File: src/rtl/mac_pkg.sv
// Shared sizing for the MAC-path FIFO, its Round wrap-bit register and neighbours.
package mac_pkg;
  localparam int FIFO_DEPTH = 4;
  localparam int PTR_W      = 2;
  localparam int CNT_W      = 3;

  typedef struct packed {
    logic [PTR_W-1:0] tp;
    logic [PTR_W-1:0] hp;
  } ptr_t;
endpackage

File: src/rtl/ring_mem.sv
// Reset-free FIFO storage: one synchronous write port, one asynchronous read port.
module ring_mem
  import mac_pkg::*;
#(
  parameter int DATA_W = 8
) (
  input  logic              clk,
  input  logic              we,
  input  logic [PTR_W-1:0]  waddr,
  input  logic [DATA_W-1:0] wdata,
  input  logic [PTR_W-1:0]  raddr,
  output logic [DATA_W-1:0] rdata
);
  logic [FIFO_DEPTH-1:0][DATA_W-1:0] mem;

  always_ff @(posedge clk)
    if (we) mem[waddr] <= wdata;

  assign rdata = mem[raddr];
endmodule

File: src/rtl/fifo_ptr_ctrl.sv
// Four-entry FIFO pointer/handshake controller; the external Round bit
// disambiguates full from empty when TP == HP.
module fifo_ptr_ctrl
  import mac_pkg::*;
#(
  parameter int DATA_W = 8
) (
  input  logic              clk,
  input  logic              rst,
  input  logic              rec_valid,
  input  logic [DATA_W-1:0] rec_data,
  output logic              rec_ready,
  output logic              send_valid,
  output logic [DATA_W-1:0] send_data,
  input  logic              send_ready,
  input  logic              Round,
  output logic [PTR_W-1:0]  TP,
  output logic [PTR_W-1:0]  HP,
  output logic              Rec_Handshanking,
  output logic              Send_Handshaking,
  output logic [CNT_W-1:0]  count
);
  ptr_t             ptr_q;
  logic             ptr_eq, full, empty;
  logic [PTR_W-1:0] ptr_diff;

  assign ptr_eq   = (ptr_q.tp == ptr_q.hp);
  assign full     = ptr_eq &&  Round;
  assign empty    = ptr_eq && !Round;
  assign ptr_diff = ptr_q.tp - ptr_q.hp;

  assign rec_ready  = !rst && !full;
  assign send_valid = !rst && !empty;

  assign Rec_Handshanking = rec_valid && rec_ready;
  // During reset, fake a read at HP=3 so the Round register clears itself.
  assign Send_Handshaking = rst ? 1'b1 : (send_valid && send_ready);
  assign HP               = rst ? {PTR_W{1'b1}} : ptr_q.hp;
  assign TP               = ptr_q.tp;

  assign count = full ? CNT_W'(FIFO_DEPTH) : {1'b0, ptr_diff};

  always_ff @(posedge clk) begin
    if (rst) begin
      ptr_q <= '0;
    end else begin
      if (Rec_Handshanking) ptr_q.tp <= ptr_q.tp + 1'b1;
      if (Send_Handshaking) ptr_q.hp <= ptr_q.hp + 1'b1;
    end
  end

  ring_mem #(.DATA_W(DATA_W)) u_mem (
    .clk   (clk),
    .we    (Rec_Handshanking),
    .waddr (ptr_q.tp),
    .wdata (rec_data),
    .raddr (ptr_q.hp),
    .rdata (send_data)
  );
endmodule

File: config.mk
export PLATFORM = sky130hd
export DESIGN_NAME = fifo_ptr_ctrl
export DESIGN_NICKNAME = d
export VERILOG_FILES = /design/src/rtl/mac_pkg.sv /design/src/rtl/ring_mem.sv /design/src/rtl/fifo_ptr_ctrl.sv
export SDC_FILE = /design/constraint.sdc
export NUM_CORES = 1
export LEC_CHECK = 0
export ABC_AREA = 0
export BUFFER_PORTS_ARGS = -buffer_cell sky130_fd_sc_hd__buf_4
export CAP_MARGIN = 40
export CELL_PAD_IN_SITES_DETAIL_PLACEMENT = 1
export CELL_PAD_IN_SITES_GLOBAL_PLACEMENT = 2
export CORE_ASPECT_RATIO = 0.7
export CORE_MARGIN = 3
export CORE_UTILIZATION = 30
export CTS_CLUSTER_DIAMETER = 120
export DETAILED_ROUTE_END_ITERATION = 16
export GPL_TIMING_DRIVEN = 0
export PLACE_DENSITY_LB_ADDON = 0.1
export RECOVER_POWER = 25
export SETUP_SLACK_MARGIN = 0.1
export SLEW_MARGIN = 20
export SYNTH_ARGS = -nofsm -noshare
export SYNTH_HDL_FRONTEND = slang
export SYNTH_SLANG_ARGS = --single-unit
File: constraint.sdc
create_clock -name clk -period 2.9 [get_ports clk]
set_clock_uncertainty 0.15 [all_clocks]
set_input_delay 0.87 -clock clk [delete_from_list [all_inputs] [get_ports clk]]
set_output_delay 0.87 -clock clk [all_outputs]
set_load 0.02 [all_outputs]
After elaboration in Yosys (flattened, before gate mapping)
Cells that the tools add are included.
- bits in latches: 0
- register bits after elaboration: 36
- input port bits: 13
- memories: 0
- ROM bits: 0
- RAM bits: 0
- word-level logic and storage cells: 32
- output and inout bits: 19
- bitwise gates (word level): 0
- divide/modulo/power cells: 0
- $mul: 0
- order comparisons: 3
- shifts and indexed selects: 0
- reductions and logical operators: 11
- eq/ne operators: 1
- add/sub/neg operators: 3
- mux-type cells: 8
- operator list (cell ; count):
    32-bit bitwise mux ; 1
    8-bit binary-select mux with 2-bit select ; 1
    8-bit demux with 2-bit select ; 1
    8-bit two-way mux ; 2
    1-bit logical AND ; 7
    2-bit by 3-bit less-than comparator with 1-bit output (second input constant) ; 2
    2-bit by 1-bit adder with 2-bit output (second input constant) ; 2
    1-bit zero test ; 4
    3-bit two-way mux ; 1
    2-bit == test ; 1
    2-bit by 1-bit >= comparator with 1-bit output (second input constant) ; 1
    2-bit two-way mux ; 1
    2-bit subtractor ; 1
    1-bit two-way mux ; 1

Longest topological paths before layout
Gate-level depths: netlist of the first run.
- word-level depth: 6
- gate-level depth with buffers: 6
- mapped depth without buffers: 5

Cells and area by module
A second synthesis of the first run with hierarchy kept.
- cell total of the unflattened synthesis: 86
- area total of the unflattened synthesis: 1506.4 µm²
- modules (own cells, without submodules) (module ; instances ; cells an instance ; area an instance (µm²)):
    ring_mem ; 1 ; 46 ; 1188.6
    fifo_ptr_ctrl ; 1 ; 40 ; 317.8

Least setup slack after synthesis of the first run
No wires, ideal clock.
- path type: input-to-output
- start point: in rst
- end point: out Rec_Handshanking
- arrival time: 1533 ps
- required time: 1880 ps
- stages: 2
- slack: 347 ps
- cells stage by stage: buf_2 > nor3_1
- word-level cells in the longest chain between the ends: 3
- ends and longest elaborated chain (what ; line ; source):
    from (decl) ; fifo_ptr_ctrl.sv:9 ; input logic rst,
    1-bit zero test ; fifo_ptr_ctrl.sv:32 ; assign rec_ready = !rst && !full;
    1-bit logical AND ; fifo_ptr_ctrl.sv:32 ;
    1-bit logical AND ; fifo_ptr_ctrl.sv:35 ; assign Rec_Handshanking = rec_valid && rec_ready;
    to (decl) ; fifo_ptr_ctrl.sv:19 ; output logic Rec_Handshanking,
Every way passes these cells.

Worst setup path after layout of the first run
- start point: in Round
- end point: out Send_Handshaking
- word-level cells in the longest chain between the ends: 6
- ends and longest elaborated chain (what ; line ; source):
    from (decl) ; fifo_ptr_ctrl.sv:16 ; input logic Round,
    1-bit zero test ; fifo_ptr_ctrl.sv:29 ; assign empty = ptr_eq && !Round;
    1-bit logical AND ; fifo_ptr_ctrl.sv:29 ;
    1-bit zero test ; fifo_ptr_ctrl.sv:33 ; assign send_valid = !rst && !empty;
    1-bit logical AND ; fifo_ptr_ctrl.sv:33 ;
    1-bit logical AND ; fifo_ptr_ctrl.sv:37 ; assign Send_Handshaking = rst ? 1'b1 : (send_valid && send_ready);
    1-bit two-way mux ; fifo_ptr_ctrl.sv:37 ;
    to (decl) ; fifo_ptr_ctrl.sv:20 ; output logic Send_Handshaking,
Every way passes these cells.

==> results of run 1 <==
[layout by cell type (no fill, tap or decap)]
| master | count |
|---|---|
| a21oi_1 | 4 |
| a311o_1 | 1 |
| a31oi_1 | 2 |
| a31oi_2 | 1 |
| a32o_1 | 1 |
| and2b_2 | 1 |
| and3_1 | 4 |
| and4b_1 | 1 |
| buf_2 | 2 |
| buf_4 | 32 |
| buf_6 | 3 |
| clkbuf_1 | 8 |
| clkbuf_8 | 5 |
| clkinv_1 | 1 |
| dfxtp_1 | 3 |
| dfxtp_4 | 1 |
| edfxtp_1 | 32 |
| ha_1 | 4 |
| ha_4 | 1 |
| inv_1 | 5 |
| inv_2 | 1 |
| mux4_2 | 8 |
| nand2_1 | 1 |
| nand2b_1 | 1 |
| nand3_1 | 3 |
| nor2_1 | 3 |
| nor3_1 | 2 |
| nor3b_1 | 1 |
| o21ai_0 | 3 |
| o311ai_0 | 1 |
| o31ai_1 | 1 |
| or2_2 | 2 |
| or3b_1 | 1 |
| or3b_2 | 1 |
| xnor2_4 | 1 |
| xor2_2 | 1 |
[layout make-up]
| type | instances | share of cell area (%) |
|---|---|---|
| Buffer | 8 | 3.032 |
| Clock buffer | 7 | 3.699 |
| Clock inverter | 1 | 0.1819 |
| Inverter | 6 | 1.092 |
| Multi-Input combinational cell | 50 | 25.35 |
| Sequential cell | 36 | 50.64 |
| Tap cell | 69 | 4.184 |
| Timing Repair Buffer | 35 | 11.83 |
[metrics by stage]
stage / hold WS [ps] / instance area [um2] / power (mW) / utilization, %
floorplan: 407.7 / 1624 / 1.194 / -
global placement: 466.5 / 1943 / 1.477 / 38.92
detailed placement: 510.8 / 1943 / 1.486 / 38.92
CTS: 471.1 / 2048 / 1.854 / 41.03
global route: 625.2 / 2063 / 1.978 / 41.33
finish: 571.7 / 2063 / 1.867 / 41.33
[power by group]
part | total, mW | internal, mW | switching, mW
registers | 0.659 | 0.627 | 0.0321
logic | 0.876 | 0.420 | 0.456
clock network | 0.331 | 0.167 | 0.164
[critical path, cell delays in order]
cell     delay [ps]
buf_4           130
and2b_2         250
a21oi_1          60
or2_2           280
buf_6           130
[metal layers]
metal  part of all wire, %  track usage (%)  vias up  wire, um
li1                      -                -      469         -
met1                    50            15.93      496      1704
met2                    44            16.80       21      1494
met3                   4.9            3.563        2       167
met4                  0.38            2.703        0        13
met5                     0                0        -         0
[flip-flops by register name (all words and copies together), names as in the netlist]
name	cells
TP	2
u_mem.mem	32
ptr_q	2
[cell usage after synthesis, types with 2 or more instances]
cell type and instances:
nor2_1 3, a21oi_1 4, or2_2 2, nand3_1 3, buf_4 5, ha_1 5
o21ai_0 3, a31oi_1 2, dfxtp_1 4, nor3_1 2, and3_1 4, buf_2 2
edfxtp_1 32, mux4_2 8, inv_1 6
[cells by family after synthesis]
family / count (synthesis)
flip-flops: 36
AND/OR/NAND/NOR: 21
AO/OA/AOI/OAI: 14
buffers and inverters: 14
multiplexers: 8
adder cells (fa/ha/maj): 5
XOR/XNOR: 2
[worst paths after layout]
| check | start | to | cells past startpoint |
|---|---|---|---|
| max | Round | Send_Handshaking | 5 |
| min | TP[0] | TP[0] | 3 |
| max reg2reg | TP[1] | u_mem.mem[0] | 4 |
| min reg2reg | TP[0] | TP[0] | 3 |
[what timing repair did]
item	in CTS	in global routing
buffers inserted	0	4
resized for setup	7	2
endpoints found under the setup margin	6	9
pin swaps	0	0
cloned	0	0
==> impl_metrics.env, run 1 <==
export IMPL_synth_top_cell_area_share_pct=59.17
export IMPL_vias=988
export IMPL_max_slew_margin_pct=69.04
export IMPL_gp_congestion=0.7068
export IMPL_num_antenna_cells=0
export IMPL_yosys_warnings=0
export IMPL_path_clk_slew_ps=70
export IMPL_end_kind="output pin"
export IMPL_synthAdderAreaFrac_pct=3.852
export IMPL_drv_cap=0
export IMPL_synthFlopType="edfxtp_1"
export IMPL_layout_drive_gt1_share_pct=41.96
export IMPL_grt_setup_unrepaired="false"
export IMPL_max_freq_ghz=0.3625
export IMPL_multi_input_area_um2=523.0
export IMPL_synth_fp_nets=118
export IMPL_synth_seq_cells=36
export IMPL_yosys_area_share_simple_pct=7.781
export IMPL_grt_pass1_vias=1002
export IMPL_synth_area_leaders="edfxtp_1 59%, mux4_2 11%, dfxtp_1 4.9%, ha_1 3.9%, buf_4 2.3%"
export IMPL_dieHeight_um=67.56
export IMPL_setup_violations_final=0
export IMPL_worst_ir_drop_vdd_uv=363.8
export IMPL_synth_cell_types=30
export IMPL_wire_per_inst_um=15.94
export IMPL_dp_hpwl_um=2427
export IMPL_grt_pass1_wl_um=5271
export IMPL_grt_max_degree=11
export IMPL_worst_ep_required_time_ps=1880
export IMPL_finalWorstSetupSlack_ps=141.2
export IMPL_leakage_nw=0.7620
export IMPL_antenna_left=0
export IMPL_r2r_slack_ps=890
export IMPL_clock_path_buffers=2
export IMPL_cts_made_buffers=5
export IMPL_overflow=0
export IMPL_synth_compound_area_share_pct=5.932
export IMPL_cp_arrival_ps=1740
export IMPL_dr_pass1_iters=4
export IMPL_status="complete, no violations"
export IMPL_htree_levels=2
export IMPL_worst_pin_slew_ps=464.4
export IMPL_synth_seq_area_share_pct=64.10
export IMPL_initial_core_util_pct=32.53
export IMPL_grt_use_total_pct=11.25
export IMPL_hold_viol_final=0
export IMPL_slew_viol_final=0
export IMPL_io_pins=32
export IMPL_instances_no_fill=212
export IMPL_yosysTopAreaCell="edfxtp_1"
export IMPL_worstPathMaxFanout=5
export IMPL_dieArea_um2=6347
export IMPL_hold_buffers=0
export IMPL_synth_top_family_by_area="multiplexers"
export IMPL_antenna_found_initial=0
export IMPL_n_fill_cell=528
export IMPL_cts_root_buf="clkbuf_8"
export IMPL_syn_inst=100
export IMPL_placed_cells=200
export IMPL_fin_tns_setup_ps=0
export IMPL_num_rows=21
export IMPL_cts_tree="built"
export IMPL_p_per_area_nw_per_um2=904.8
export IMPL_drcViolationCount=0
export IMPL_drtIter0Drc=32
export IMPL_period_needed_ps=2759
export IMPL_synth_edf_count=32
export IMPL_seq_area_um2=1045
export IMPL_die_width_um=93.94
export IMPL_worstSkewPairLatency_ps=270
export IMPL_path_class="in -> out"
export IMPL_numPortBuffers=31
export IMPL_async_flop_share_pct=0
export IMPL_synthesis_area_um2=1624
export IMPL_post_route_period_util_pct=95.13
export IMPL_start_kind="primary input"
export IMPL_place_ws_ps=90.52
export IMPL_syn_to_final_growth_pct=27.04
export IMPL_cts_sinks=36
export IMPL_synth_area_per_cell_um2=16.24
export IMPL_core_area_um2=4992
export IMPL_drt_total_wl_um=3379
export IMPL_viasPerCell=4.660
export IMPL_fin_nets=160
export IMPL_synth_xor_xnor_area_share_pct=2.234
export IMPL_synthMuxAreaShare_pct=11.09
export IMPL_hold_class="reg -> reg"
(Power assumes the default switching activity.)
==> run 2: changes to the inputs <==
--- a/config.mk
+++ b/config.mk
@@ -5,7 +5,6 @@
 export SDC_FILE = /design/constraint.sdc
 export NUM_CORES = 1
 export LEC_CHECK = 0
-export ABC_AREA = 0
 export BUFFER_PORTS_ARGS = -buffer_cell sky130_fd_sc_hd__buf_4
 export CAP_MARGIN = 40
 export CELL_PAD_IN_SITES_DETAIL_PLACEMENT = 1
@@ -16,10 +15,12 @@
 export CTS_CLUSTER_DIAMETER = 120
 export DETAILED_ROUTE_END_ITERATION = 16
 export GPL_TIMING_DRIVEN = 0
+export MAX_ROUTING_LAYER = met4
 export PLACE_DENSITY_LB_ADDON = 0.1
 export RECOVER_POWER = 25
 export SETUP_SLACK_MARGIN = 0.1
 export SLEW_MARGIN = 20
 export SYNTH_ARGS = -nofsm -noshare
 export SYNTH_HDL_FRONTEND = slang
+export SYNTH_HIERARCHICAL = 1
 export SYNTH_SLANG_ARGS = --single-unit
==> impl_metrics.env, run 2 <==
export IMPL_async_flop_share_pct=0
export IMPL_yosysMostFrequentCell="edfxtp_1"
export IMPL_numPortBuffers=31
export IMPL_syn_to_final_growth_pct=27.24
export IMPL_instances_no_fill=190
export IMPL_path_class="reg -> out"
export IMPL_end_kind="output pin"
export IMPL_synthTopCellsByCount="32 x edfxtp_1, 8 x mux4_2, 7 x nor2_1"
export IMPL_start_kind="flop"
export IMPL_layout_drive_gt1_share_pct=42.74
export IMPL_htree_levels=2
export IMPL_drv_cap=0
export IMPL_cts_tree="built"
export IMPL_power_frac_clock_pct=26.4
export IMPL_p_comb_share_pct=25.6
export IMPL_hold_buffers=0
export IMPL_max_slew_margin_pct=45.84
export IMPL_synth_seq_area_share_pct=69.10
export IMPL_fin_tns_setup_ps=0
export IMPL_placed_cells=183
export IMPL_met1_usage_pct=14.30
export IMPL_synth_area_leaders="edfxtp_1 64%, mux4_2 12%, dfxtp_1 5.3%, nor2_1 1.7%, buf_4 1.5%"
export IMPL_synth_top_cell_area_share_pct=63.79
export IMPL_leakage_nw=0.6954
export IMPL_drtIter0Drc=19
export IMPL_r2r_start="ptr_q[0]"
export IMPL_grt_max_degree=12
export IMPL_initial_core_util_pct=32.90
export IMPL_worst_ir_drop_vdd_uv=239.4
export IMPL_worstPathMaxFanout=8
export IMPL_cts_sinks=36
export IMPL_syn_inst=86
export IMPL_cts_root_buf="clkbuf_8"
export IMPL_drcViolationCount=0
export IMPL_overflow=0
export IMPL_max_freq_ghz=0.3743
export IMPL_r2r_cells=5
export IMPL_grt_pass1_wl_um=4698
export IMPL_io_pins=32
export IMPL_synth_area_per_cell_um2=17.52
export IMPL_gp_congestion=0.6476
export IMPL_antenna_found_initial=0
export IMPL_grt_use_total_pct=10.99
export IMPL_netSwitchingFraction_pct=27.80
export IMPL_period_needed_ps=2672
export IMPL_dieHeight_um=65.29
export IMPL_post_route_period_util_pct=92.13
export IMPL_worst_pin_slew_ps=808.9
export IMPL_drt_total_wl_um=2780
export IMPL_min_path_cells=2
export IMPL_grtUsageMet3_pct=3.776
export IMPL_grtUsageMet2_pct=16.34
export IMPL_clock_path_buffers=2
export IMPL_hold_path_end="ptr_q[0]"
export IMPL_die_width_um=90.70
export IMPL_dpl_cell_area_um2=1832
export IMPL_dp_hpwl_um=2045
export IMPL_hold_viol_final=0
export IMPL_synth_cell_types=27
export IMPL_setup_violations_final=0
export IMPL_core_area_um2=4579
export IMPL_slew_viol_final=0
export IMPL_post_cts_setup_buffer_count=0
export IMPL_synthesis_area_um2=1506
export IMPL_worst_ep_required_time_ps=1880
export IMPL_grt_pass1_vias=919
export IMPL_largest_register_ffs=32
export IMPL_hp_start="ptr_q[0]"
export IMPL_cp_arrival_ps=1650
export IMPL_worstSkewPairLatency_ps=280
export IMPL_layout_common_cells="32 x edfxtp_1, 26 x buf_4, 8 x clkbuf_1, 8 x mux4_2, 7 x nor2_1"
export IMPL_yosys_warnings=6
export IMPL_top_register="u_mem/mem"
export IMPL_vias=814
export IMPL_synthFlopType="edfxtp_1"
export IMPL_num_antenna_cells=0
export IMPL_cts_made_buffers=5
export IMPL_seqPwrFrac_pct=48.1
export IMPL_final_common_cell="edfxtp_1"
export IMPL_design_area_um2=1917
export IMPL_dieArea_um2=5921
export IMPL_p_per_area_nw_per_um2=659.7
export IMPL_rr_endpoint="u_mem/mem[0]"
export IMPL_synth_edf_count=32
export IMPL_fin_nets=137
export IMPL_path_clk_slew_ps=70
export IMPL_wire_per_inst_um=14.63
export IMPL_synth_fp_nets=100
export IMPL_switchingPower_mw=0.3515
export IMPL_cell_internal_pwr_mw=0.9129
export IMPL_dr_pass1_iters=4
export IMPL_hold_class="reg -> reg"
export IMPL_r2r_slack_ps=460
export IMPL_yosysTopAreaCell="edfxtp_1"
export IMPL_antenna_left=0
export IMPL_num_rows=20
export IMPL_busiest_layer="met2"
export IMPL_synth_seq_cells=36
export IMPL_viasPerCell=4.284
export IMPL_status="complete, no violations"
export IMPL_grt_setup_unrepaired="false"
-- run 2: cell families (layout without fill, tap and decap cells) --
| kind of cell | after synthesis | after routing | synth area share [%] |
|---|---|---|---|
| AO/OA/AOI/OAI | 4 | 4 | 1.993 |
| XOR/XNOR | 3 | 3 | 1.745 |
| adder cells (fa/ha/maj) | 1 | 1 | 0.8304 |
| buffers and inverters | 9 | 47 | 3.571 |
| flip-flops | 36 | 36 | 69.10 |
| multiplexers | 12 | 12 | 14.78 |
| AND/OR/NAND/NOR | 21 | 21 | 7.974 |
-- run 2: what timing repair did --
item                       in CTS  in global routing
gates resized for setup         8                  1
setup endpoints to repair      12                  2
hold endpoints to repair        0                  0
pin swaps                       2                  1
-- run 2: final cells by class --
class | count | area (um2)
Fill cell | 477 | 2663
Sequential cell | 36 | 1045
Multi-Input combinational cell | 41 | 445.4
Timing Repair Buffer | 31 | 210.2
Tap cell | 66 | 82.58
Clock buffer | 6 | 72.57
Buffer | 5 | 38.79
Clock inverter | 2 | 11.26
Inverter | 3 | 11.26
-- run 2: power groups by stage --
stage | clock, mW | combinational, mW | sequential [mW]
2_1_floorplan | 0 | 0.201 | 0.612
3_3_place_gp | 0 | 0.316 | 0.616
3_5_place_dp | 0 | 0.319 | 0.617
4_1_cts | 0.351 | 0.335 | 0.608
5_1_grt | 0.372 | 0.352 | 0.612
6_report | 0.334 | 0.323 | 0.608
-- run 2: worst max-delay path by stage --
stage               startpoint                to  slack, ps  cells after the start
global route          ptr_q[0]  Rec_Handshanking        130                      5
finish                ptr_q[0]      send_data[5]        230                      3
floorplan                Round      u_mem/mem[0]        290                      4
global placement         Round      u_mem/mem[6]         60                      5
CTS                        rst             HP[0]        100                      4
detailed placement       Round      u_mem/mem[6]          5                      5
-- run 2: layer usage --
layer / vias up / part of all wire [%]
met5: - / 0
li1: 398 / -
met3: 2 / 5.5
met2: 18 / 47
met4: 0 / 0.47
met1: 396 / 47
-- run 2: worst max-delay path, stage by stage, from the launching register on --
cell     delay [ps]
dfxtp_1         450
buf_6           210
mux4_2          530
buf_4           180
-- run 2: metrics by stage --
| step | setup WS [ps] | hold WS, ps | utilization (%) | power [mW] |
|---|---|---|---|---|
| 2_1_floorplan | 289.6 | 351.6 | - | 0.8137 |
| 6_report | 228.1 | 431.6 | 41.86 | 1.264 |
| 3_3_place_gp | 55.34 | 402.4 | 40.00 | 0.9322 |
| 4_1_cts | 103.6 | 443.7 | 42.51 | 1.294 |
| 5_1_grt | 128.8 | 482.1 | 41.86 | 1.336 |
| 3_5_place_dp | 4.798 | 397.5 | 40.00 | 0.9363 |
